`config.mk`:
```
export PLATFORM = sky130hd
export DESIGN_NAME = mem_wb_stage_flat
export DESIGN_NICKNAME = d
export VERILOG_FILES = /design/src/rtl/mem_wb_stage_if.sv /design/src/rtl/mem_wb_stage.sv /design/src/flat_wrapper.sv
export SDC_FILE = /design/constraint.sdc
export NUM_CORES = 1
export LEC_CHECK = 0
export ABC_CLOCK_PERIOD_IN_PS = 2600
export CORE_ASPECT_RATIO = 1.2
export CORE_MARGIN = 4
export CORE_UTILIZATION = 41
export CTS_CLUSTER_SIZE = 40
export DETAILED_ROUTE_END_ITERATION = 10
export PLACE_DENSITY = 0.8
export REMOVE_ABC_BUFFERS = 1
export SYNTH_ARGS = -nofsm -noshare
export SYNTH_HDL_FRONTEND = slang
export SYNTH_SLANG_ARGS = --single-unit
```
`constraint.sdc`:
```
create_clock -name clk -period 2.6 [get_ports clk]
set_clock_uncertainty 0.15 [all_clocks]
set_input_delay 0.78 -clock clk [delete_from_list [all_inputs] [get_ports clk]]
set_output_delay 0.78 -clock clk [all_outputs]
set_load 0.03 [all_outputs]
```
`src/rtl/mem_wb_stage_if.sv`:
```
// Data-memory request/response bus between the MEM stage and data memory.
//   master (MEM stage): drives mem_addr, mem_wr_data, mem_rd, mem_wr;
//                       samples mem_done, mem_rd_data.
//   slave  (memory)   : the mirror image.
// mem_rd / mem_wr are level requests held until mem_done is seen.
interface mem_wb_stage_if;
  logic [15:0] mem_addr;
  logic [15:0] mem_wr_data;
  logic        mem_rd;
  logic        mem_wr;
  logic        mem_done;
  logic [15:0] mem_rd_data;

  modport master (
    output mem_addr, mem_wr_data, mem_rd, mem_wr,
    input  mem_done, mem_rd_data
  );

  modport slave (
    input  mem_addr, mem_wr_data, mem_rd, mem_wr,
    output mem_done, mem_rd_data
  );
endinterface

```
`src/rtl/mem_wb_stage.sv`:
```
// Memory stage plus MEM/WB pipeline register of the 5-stage core.
// Issues multi-cycle data-memory accesses, stalls upstream while an access is
// outstanding, aborts hung accesses after TIMEOUT busy cycles, and registers
// write-back data/control for the WB stage.
//
// Ports:
//   clk, rst            core clock, asynchronous active-low reset
//   *_in                instruction fields/control from the EX/MEM register
//   mem (master)        data-memory handshake (addr, wr_data, rd, wr, done, rd_data)
//   stall_out           combinational: 1 holds IF/ID/EX/EX_MEM registers
//   *_MEM_WB            registered write-back data/control
//   halt_MEM_WB         sticky: HALT retired or access aborted
//   err_out             sticky: memory timeout (or misaligned access)
//
// Parameters: TIMEOUT (>=2) busy cycles before abort; CNT_W must hold TIMEOUT.
// Build option: define MEM_ALIGN_CHECK_EN to reject odd memory addresses
// (no request, bubble, sticky err_out/halt_MEM_WB).
module mem_wb_stage #(
  parameter int unsigned TIMEOUT = 64,
  parameter int unsigned CNT_W   = 7
) (
  input  logic        clk,
  input  logic        rst,
  input  logic        valid_in,
  input  logic [15:0] aluResult_in,
  input  logic [15:0] rdData2_in,
  input  logic [15:0] PC_2_in,
  input  logic        isNotHalt_in,
  input  logic        MemToReg_in,
  input  logic        MemRead_in,
  input  logic        MemWrite_in,
  input  logic        RegWrite_in,
  input  logic [2:0]  writeRegSel_in,
  mem_wb_stage_if.master mem,
  output logic        stall_out,
  output logic [15:0] wbData_MEM_WB,
  output logic [2:0]  writeRegSel_MEM_WB,
  output logic        RegWrite_MEM_WB,
  output logic        valid_MEM_WB,
  output logic        halt_MEM_WB,
  output logic        err_out
);

  localparam int unsigned DATA_W = 16;
  localparam int unsigned SEL_W  = 3;

  typedef enum logic [0:0] {IDLE, BUSY} state_t;

  state_t              state_q, state_d;
  logic [CNT_W-1:0]    cnt_q, cnt_d;

  // Request latches: the access is replayed from these while BUSY.
  logic [DATA_W-1:0]   addr_q, data_q;
  logic                rd_q, wr_q;
  logic                mtr_q, rw_q;
  logic [SEL_W-1:0]    sel_q;

  logic                stall_c;
  logic                issue, finish, abort;
  logic                is_mem, misalign;

  logic [DATA_W-1:0]   wb_data_d;
  logic [SEL_W-1:0]    wb_sel_d;
  logic                wb_rw_d, wb_valid_d;
  logic                halt_d, err_d;

  // PC+2 selection happens upstream; this block only picks ALU vs memory data.
  logic unused_pc2;
  assign unused_pc2 = ^PC_2_in;

  // HALT instructions are never treated as memory ops.
  assign is_mem = (MemRead_in | MemWrite_in) & isNotHalt_in;

  always_comb begin
    misalign = 1'b0;
`ifdef MEM_ALIGN_CHECK_EN
    misalign = aluResult_in[0];
`endif
  end

  // Next-state, stall and MEM/WB capture values.
  always_comb begin
    state_d    = state_q;
    cnt_d      = cnt_q;
    stall_c    = 1'b0;
    issue      = 1'b0;
    finish     = 1'b0;
    abort      = 1'b0;
    wb_data_d  = '0;
    wb_sel_d   = '0;
    wb_rw_d    = 1'b0;
    wb_valid_d = 1'b0;
    halt_d     = halt_MEM_WB;
    err_d      = err_out;

    case (state_q)
      IDLE: begin
        cnt_d = '0;
        // Once halted every input is a bubble.
        if (valid_in && !halt_MEM_WB) begin
          if (is_mem) begin
            if (misalign) begin
              err_d  = 1'b1;
              halt_d = 1'b1;
            end else begin
              stall_c = 1'b1;
              issue   = 1'b1;
              state_d = BUSY;
            end
          end else begin
            wb_valid_d = 1'b1;
            wb_rw_d    = RegWrite_in;
            wb_sel_d   = writeRegSel_in;
            wb_data_d  = MemToReg_in ? '0 : aluResult_in;
            if (!isNotHalt_in) halt_d = 1'b1;
          end
        end
      end

      BUSY: begin
        if (mem.mem_done) begin
          // Upstream is released this cycle; result retires next edge.
          finish     = 1'b1;
          state_d    = IDLE;
          cnt_d      = '0;
          wb_valid_d = 1'b1;
          wb_rw_d    = rw_q;
          wb_sel_d   = sel_q;
          wb_data_d  = mtr_q ? mem.mem_rd_data : addr_q;
        end else if (cnt_q == CNT_W'(TIMEOUT - 1)) begin
          abort   = 1'b1;
          state_d = IDLE;
          cnt_d   = '0;
          err_d   = 1'b1;
          halt_d  = 1'b1;
        end else begin
          stall_c = 1'b1;
          cnt_d   = cnt_q + 1'b1;
        end
      end

      default: state_d = IDLE;
    endcase
  end

  // Stall is forced low while reset is asserted so all outputs read 0.
  assign stall_out = stall_c & rst;

  // State register, counter and request latches.
  always_ff @(posedge clk or negedge rst) begin
    if (!rst) begin
      state_q <= IDLE;
      cnt_q   <= '0;
      addr_q  <= '0;
      data_q  <= '0;
      rd_q    <= 1'b0;
      wr_q    <= 1'b0;
      mtr_q   <= 1'b0;
      rw_q    <= 1'b0;
      sel_q   <= '0;
    end else begin
      state_q <= state_d;
      cnt_q   <= cnt_d;
      if (issue) begin
        addr_q <= aluResult_in;
        data_q <= rdData2_in;
        rd_q   <= MemRead_in;
        wr_q   <= MemWrite_in;
        mtr_q  <= MemToReg_in;
        rw_q   <= RegWrite_in;
        sel_q  <= writeRegSel_in;
      end else if (finish || abort) begin
        // Address/data hold their last values; only the requests drop.
        rd_q <= 1'b0;
        wr_q <= 1'b0;
      end
    end
  end

  // MEM/WB pipeline register and sticky status.
  always_ff @(posedge clk or negedge rst) begin
    if (!rst) begin
      wbData_MEM_WB      <= '0;
      writeRegSel_MEM_WB <= '0;
      RegWrite_MEM_WB    <= 1'b0;
      valid_MEM_WB       <= 1'b0;
      halt_MEM_WB        <= 1'b0;
      err_out            <= 1'b0;
    end else begin
      wbData_MEM_WB      <= wb_data_d;
      writeRegSel_MEM_WB <= wb_sel_d;
      RegWrite_MEM_WB    <= wb_rw_d;
      valid_MEM_WB       <= wb_valid_d;
      halt_MEM_WB        <= halt_d;
      err_out            <= err_d;
    end
  end

  assign mem.mem_addr    = addr_q;
  assign mem.mem_wr_data = data_q;
  assign mem.mem_rd      = rd_q;
  assign mem.mem_wr      = wr_q;

endmodule

```
`src/flat_wrapper.sv`:
```
// flat-port wrapper written by rule: the top's interface ports become plain ports
module mem_wb_stage_flat 
#(
  parameter int unsigned TIMEOUT = 64,
  parameter int unsigned CNT_W   = 7
)
  (clk, rst, valid_in, aluResult_in, rdData2_in, PC_2_in, isNotHalt_in, MemToReg_in, MemRead_in, MemWrite_in, RegWrite_in, writeRegSel_in, stall_out, wbData_MEM_WB, writeRegSel_MEM_WB, RegWrite_MEM_WB, valid_MEM_WB, halt_MEM_WB, err_out, mem_mem_addr, mem_mem_wr_data, mem_mem_rd, mem_mem_wr, mem_mem_done, mem_mem_rd_data);
  mem_wb_stage_if mem_i ();
  input  logic clk;
  input  logic rst;
  input  logic valid_in;
  input  logic [15:0] aluResult_in;
  input  logic [15:0] rdData2_in;
  input  logic [15:0] PC_2_in;
  input  logic isNotHalt_in;
  input  logic MemToReg_in;
  input  logic MemRead_in;
  input  logic MemWrite_in;
  input  logic RegWrite_in;
  input  logic [2:0] writeRegSel_in;
  output logic stall_out;
  output logic [15:0] wbData_MEM_WB;
  output logic [2:0] writeRegSel_MEM_WB;
  output logic RegWrite_MEM_WB;
  output logic valid_MEM_WB;
  output logic halt_MEM_WB;
  output logic err_out;
  output wire logic [$bits(mem_i.mem_addr)-1:0] mem_mem_addr;
  output wire logic [$bits(mem_i.mem_wr_data)-1:0] mem_mem_wr_data;
  output wire logic [$bits(mem_i.mem_rd)-1:0] mem_mem_rd;
  output wire logic [$bits(mem_i.mem_wr)-1:0] mem_mem_wr;
  input wire logic [$bits(mem_i.mem_done)-1:0] mem_mem_done;
  input wire logic [$bits(mem_i.mem_rd_data)-1:0] mem_mem_rd_data;
  assign mem_mem_addr = mem_i.mem_addr;
  assign mem_mem_wr_data = mem_i.mem_wr_data;
  assign mem_mem_rd = mem_i.mem_rd;
  assign mem_mem_wr = mem_i.mem_wr;
  assign mem_i.mem_done = mem_mem_done;
  assign mem_i.mem_rd_data = mem_mem_rd_data;
  mem_wb_stage #(.TIMEOUT(TIMEOUT), .CNT_W(CNT_W)) u_core (.clk(clk), .rst(rst), .valid_in(valid_in), .aluResult_in(aluResult_in), .rdData2_in(rdData2_in), .PC_2_in(PC_2_in), .isNotHalt_in(isNotHalt_in), .MemToReg_in(MemToReg_in), .MemRead_in(MemRead_in), .MemWrite_in(MemWrite_in), .RegWrite_in(RegWrite_in), .writeRegSel_in(writeRegSel_in), .mem(mem_i), .stall_out(stall_out), .wbData_MEM_WB(wbData_MEM_WB), .writeRegSel_MEM_WB(writeRegSel_MEM_WB), .RegWrite_MEM_WB(RegWrite_MEM_WB), .valid_MEM_WB(valid_MEM_WB), .halt_MEM_WB(halt_MEM_WB), .err_out(err_out));
endmodule
```
==> run metrics, run 1 <==
hold_buf cts 0; Max Clk Rate roughly 0.40 GHz; unrepaired setup endpoints after global routing no; first-pass GRT wire length ~11 mm; Post-Synthesis Cells between 150 and 200; buffer depth of the longest clock path 2; setup_tns 0 ns; CTS Sinks 70; drt wl/cell about 17 um; number of synthesized flops with an enable pin 0; synth top area cells dfrtp_1, mux2_2, mux2i_1; die height 99.4 um; max-slew violation count 0; Starting Density a little over two fifths; Setup WS post-layout between 0.06 and 0.07 ns; Leakage a little under 2 nW; root buffer cell clkbuf_8; Syn-to-layout area delta 56.7%; Total GRT Usage ~18%; status complete, no violations; die area 8370 um2; routability cong. about 0.73; worst hold-check path type flip-flop to flip-flop; pin count of the biggest net entering global routing around 70; cell taking the most area after synthesis dfrtp_1; GRT overflow 0; initial antenna violation count 0; share of layout cells above drive strength 1 23.0%; maxcap violations 0; CP arrival around 1.6 ns; starting DRC count in detailed routing 48; Clock transition at path regs 0.07 ns; vias in the first global route around 2,300; CP Launch Type primary input; final antenna-violating net count 0; CP endpoint kind primary output; 1st-pass router iterations 4; IO buf count ~120; Mapped Area approximately 2900 um2; WP data required between 1.5 and 2 ns; crit path from mem_mem_done; DP Area between 4000 and 5000 um2; Tightest Pin Transition 0.854 ns; Core Box Area around 7000 um2; Final period util between 90% and 100%; Crit Path Class primary input to primary output; Nets 411; hold_ws 0.317 ns; Reg2Reg Launch Point u_core.halt_MEM_WB; dpl ws -0.300 ns; number of top-level pins 134; area share of the largest cell type after synthesis 61.3%; Final Hold Vio Count 0; # setup viols final 0; CTS tree done; worst-skew pair later-pin latency about 0.34 ns; Site Rows 33; commonest non-fill, non-tap cell in the layout clkdlybuf4s50_1; ys async rst share 100%; HP Start u_core.cnt_q[0]; Die X approximately 84 um; via count ~2,100; PD cells ~690 nW/um2; Final Critical Period between 2 and 3 ns; Final Cell Area roughly 4500 um2; total CTS buffers 9; Slew Limit Headroom 43.1%; most frequent cells in the layout clkdlybuf4s50_1, dfrtp_1, mux2_2, mux2i_1, o2bb2ai_1; via/cell ratio around 5; synth warn 0; H-tree Lvls 3; DPL Wire Length 5.03 mm; FF+latch count, synth 70; post-synthesis sequential area ratio roughly three fifths; DRT Wirelength 7.10 mm; Final Core Density about two thirds; Avg Cell Area, Syn approximately 14 um2; Critical Path Fanout Max 2; # DRC 0; VDD IR max about 0.47 mV; Fillers about 550; number of diodes 0; Synth Flop Type dfrtp_1; Yosys cell types 34
[through the flow]
stage / total power (W) / cells
2_1_floorplan: 0.00169 / 189
3_3_place_gp: 0.00206 / 407
3_5_place_dp: 0.00207 / 407
4_1_cts: 0.00312 / 426
5_1_grt: 0.00321 / 426
6_report: 0.00308 / 426
[flip-flops by register name, indices dropped and copies added (netlist names), 3 cells and up]
| name | count |
|---|---|
| u_core.mem.mem_wr_data | 16 |
| u_core.sel_q | 3 |
| u_core.mem.mem_addr | 16 |
| u_core.cnt_q | 7 |
| u_core.writeRegSel_MEM_WB | 3 |
| u_core.wbData_MEM_WB | 16 |
[final cells by class]
class / instances / area [um2] / share of cell area, %
flip-flops and latches: 70 / 1750 / 39.1
repair buffers: 134 / 1320 / 29.4
multi-input cells: 114 / 1040 / 23.3
clock buffers: 10 / 128 / 2.85
clock inverters: 6 / 110 / 2.46
well taps: 87 / 109 / 2.43
inverters: 5 / 18.8 / 0.419
[final timing paths]
kind / end / slack, ns / cells past startpoint
setup reg to reg: u_core.mem.mem_wr_data[14] / 0.81 / 5
max in group asynchronous: u_core.mem.mem_addr[15] / 1.24 / 2
hold / removal: u_core.cnt_q[0] / 0.32 / 1
setup / recovery: stall_out / 0.07 / 5
min in group asynchronous: u_core.mem.mem_rd / 0.52 / 2
hold reg to reg: u_core.cnt_q[0] / 0.32 / 1
[Yosys cell counts, types with 2 or more instances]
cell type	count
a32o_1	4
buf_2	3
buf_4	2
buf_6	2
dfrtp_1	70
inv_1	5
mux2_2	37
mux2i_1	16
nand2_1	4
nand2b_1	2
nand3_1	4
nor2_1	7
o21ai_0	3
o2bb2ai_1	16
o31ai_1	3
xor2_1	2
[timing repair]
item                                    CTS  global route
gates resized for setup                   8             6
cloned                                    0             0
pin swaps                                 4             2
endpoints found under the setup margin    1             1
setup buffers                             3             0
[metal layers]
layer | vias to the layer above | routed length (um) | global-route usage, %
li1 | 993 | - | -
met1 | 1036 | 2800 | 20.1
met2 | 83 | 3600 | 30.1
met3 | 10 | 605 | 6.71
met4 | 0 | 97 | 5.94
met5 | - | 0 | 0
[worst max-delay path, stage by stage]
cell and delay (ns):
dlygate4sd2_1 0.26, nor2b_2 0.16, o21ai_2 0.09, a21boi_2 0.15
buf_6 0.15
[cell families (layout without fill, tap and decap cells)]
logic type	Yosys count	after routing	synth area share, %
adder cells (fa/ha/maj)	1	1	0.438
flip-flops	70	70	61.3
buffers and inverters	14	155	2.76
AO/OA/AOI/OAI	32	32	9.24
XOR/XNOR	3	3	0.920
multiplexers	53	53	20.2
AND/OR/NAND/NOR	25	25	5.13
[power breakdown]
group	total, W	internal [W]	switching [W]
sequential	0.00129	0.00121	0.0000808
combinational	0.000752	0.000384	0.000368
clock	0.00104	0.000636	0.000401
total	0.00308	0.00223	0.000850
No activity file was read; power rests on OpenSTA's default activity.
==> run 2, diff against run 1 <==
CTS_CLUSTER_SIZE = not set   (was 40)
==> results of run 2 <==
Final layout, timing and power as in run 1 (identical DEF).
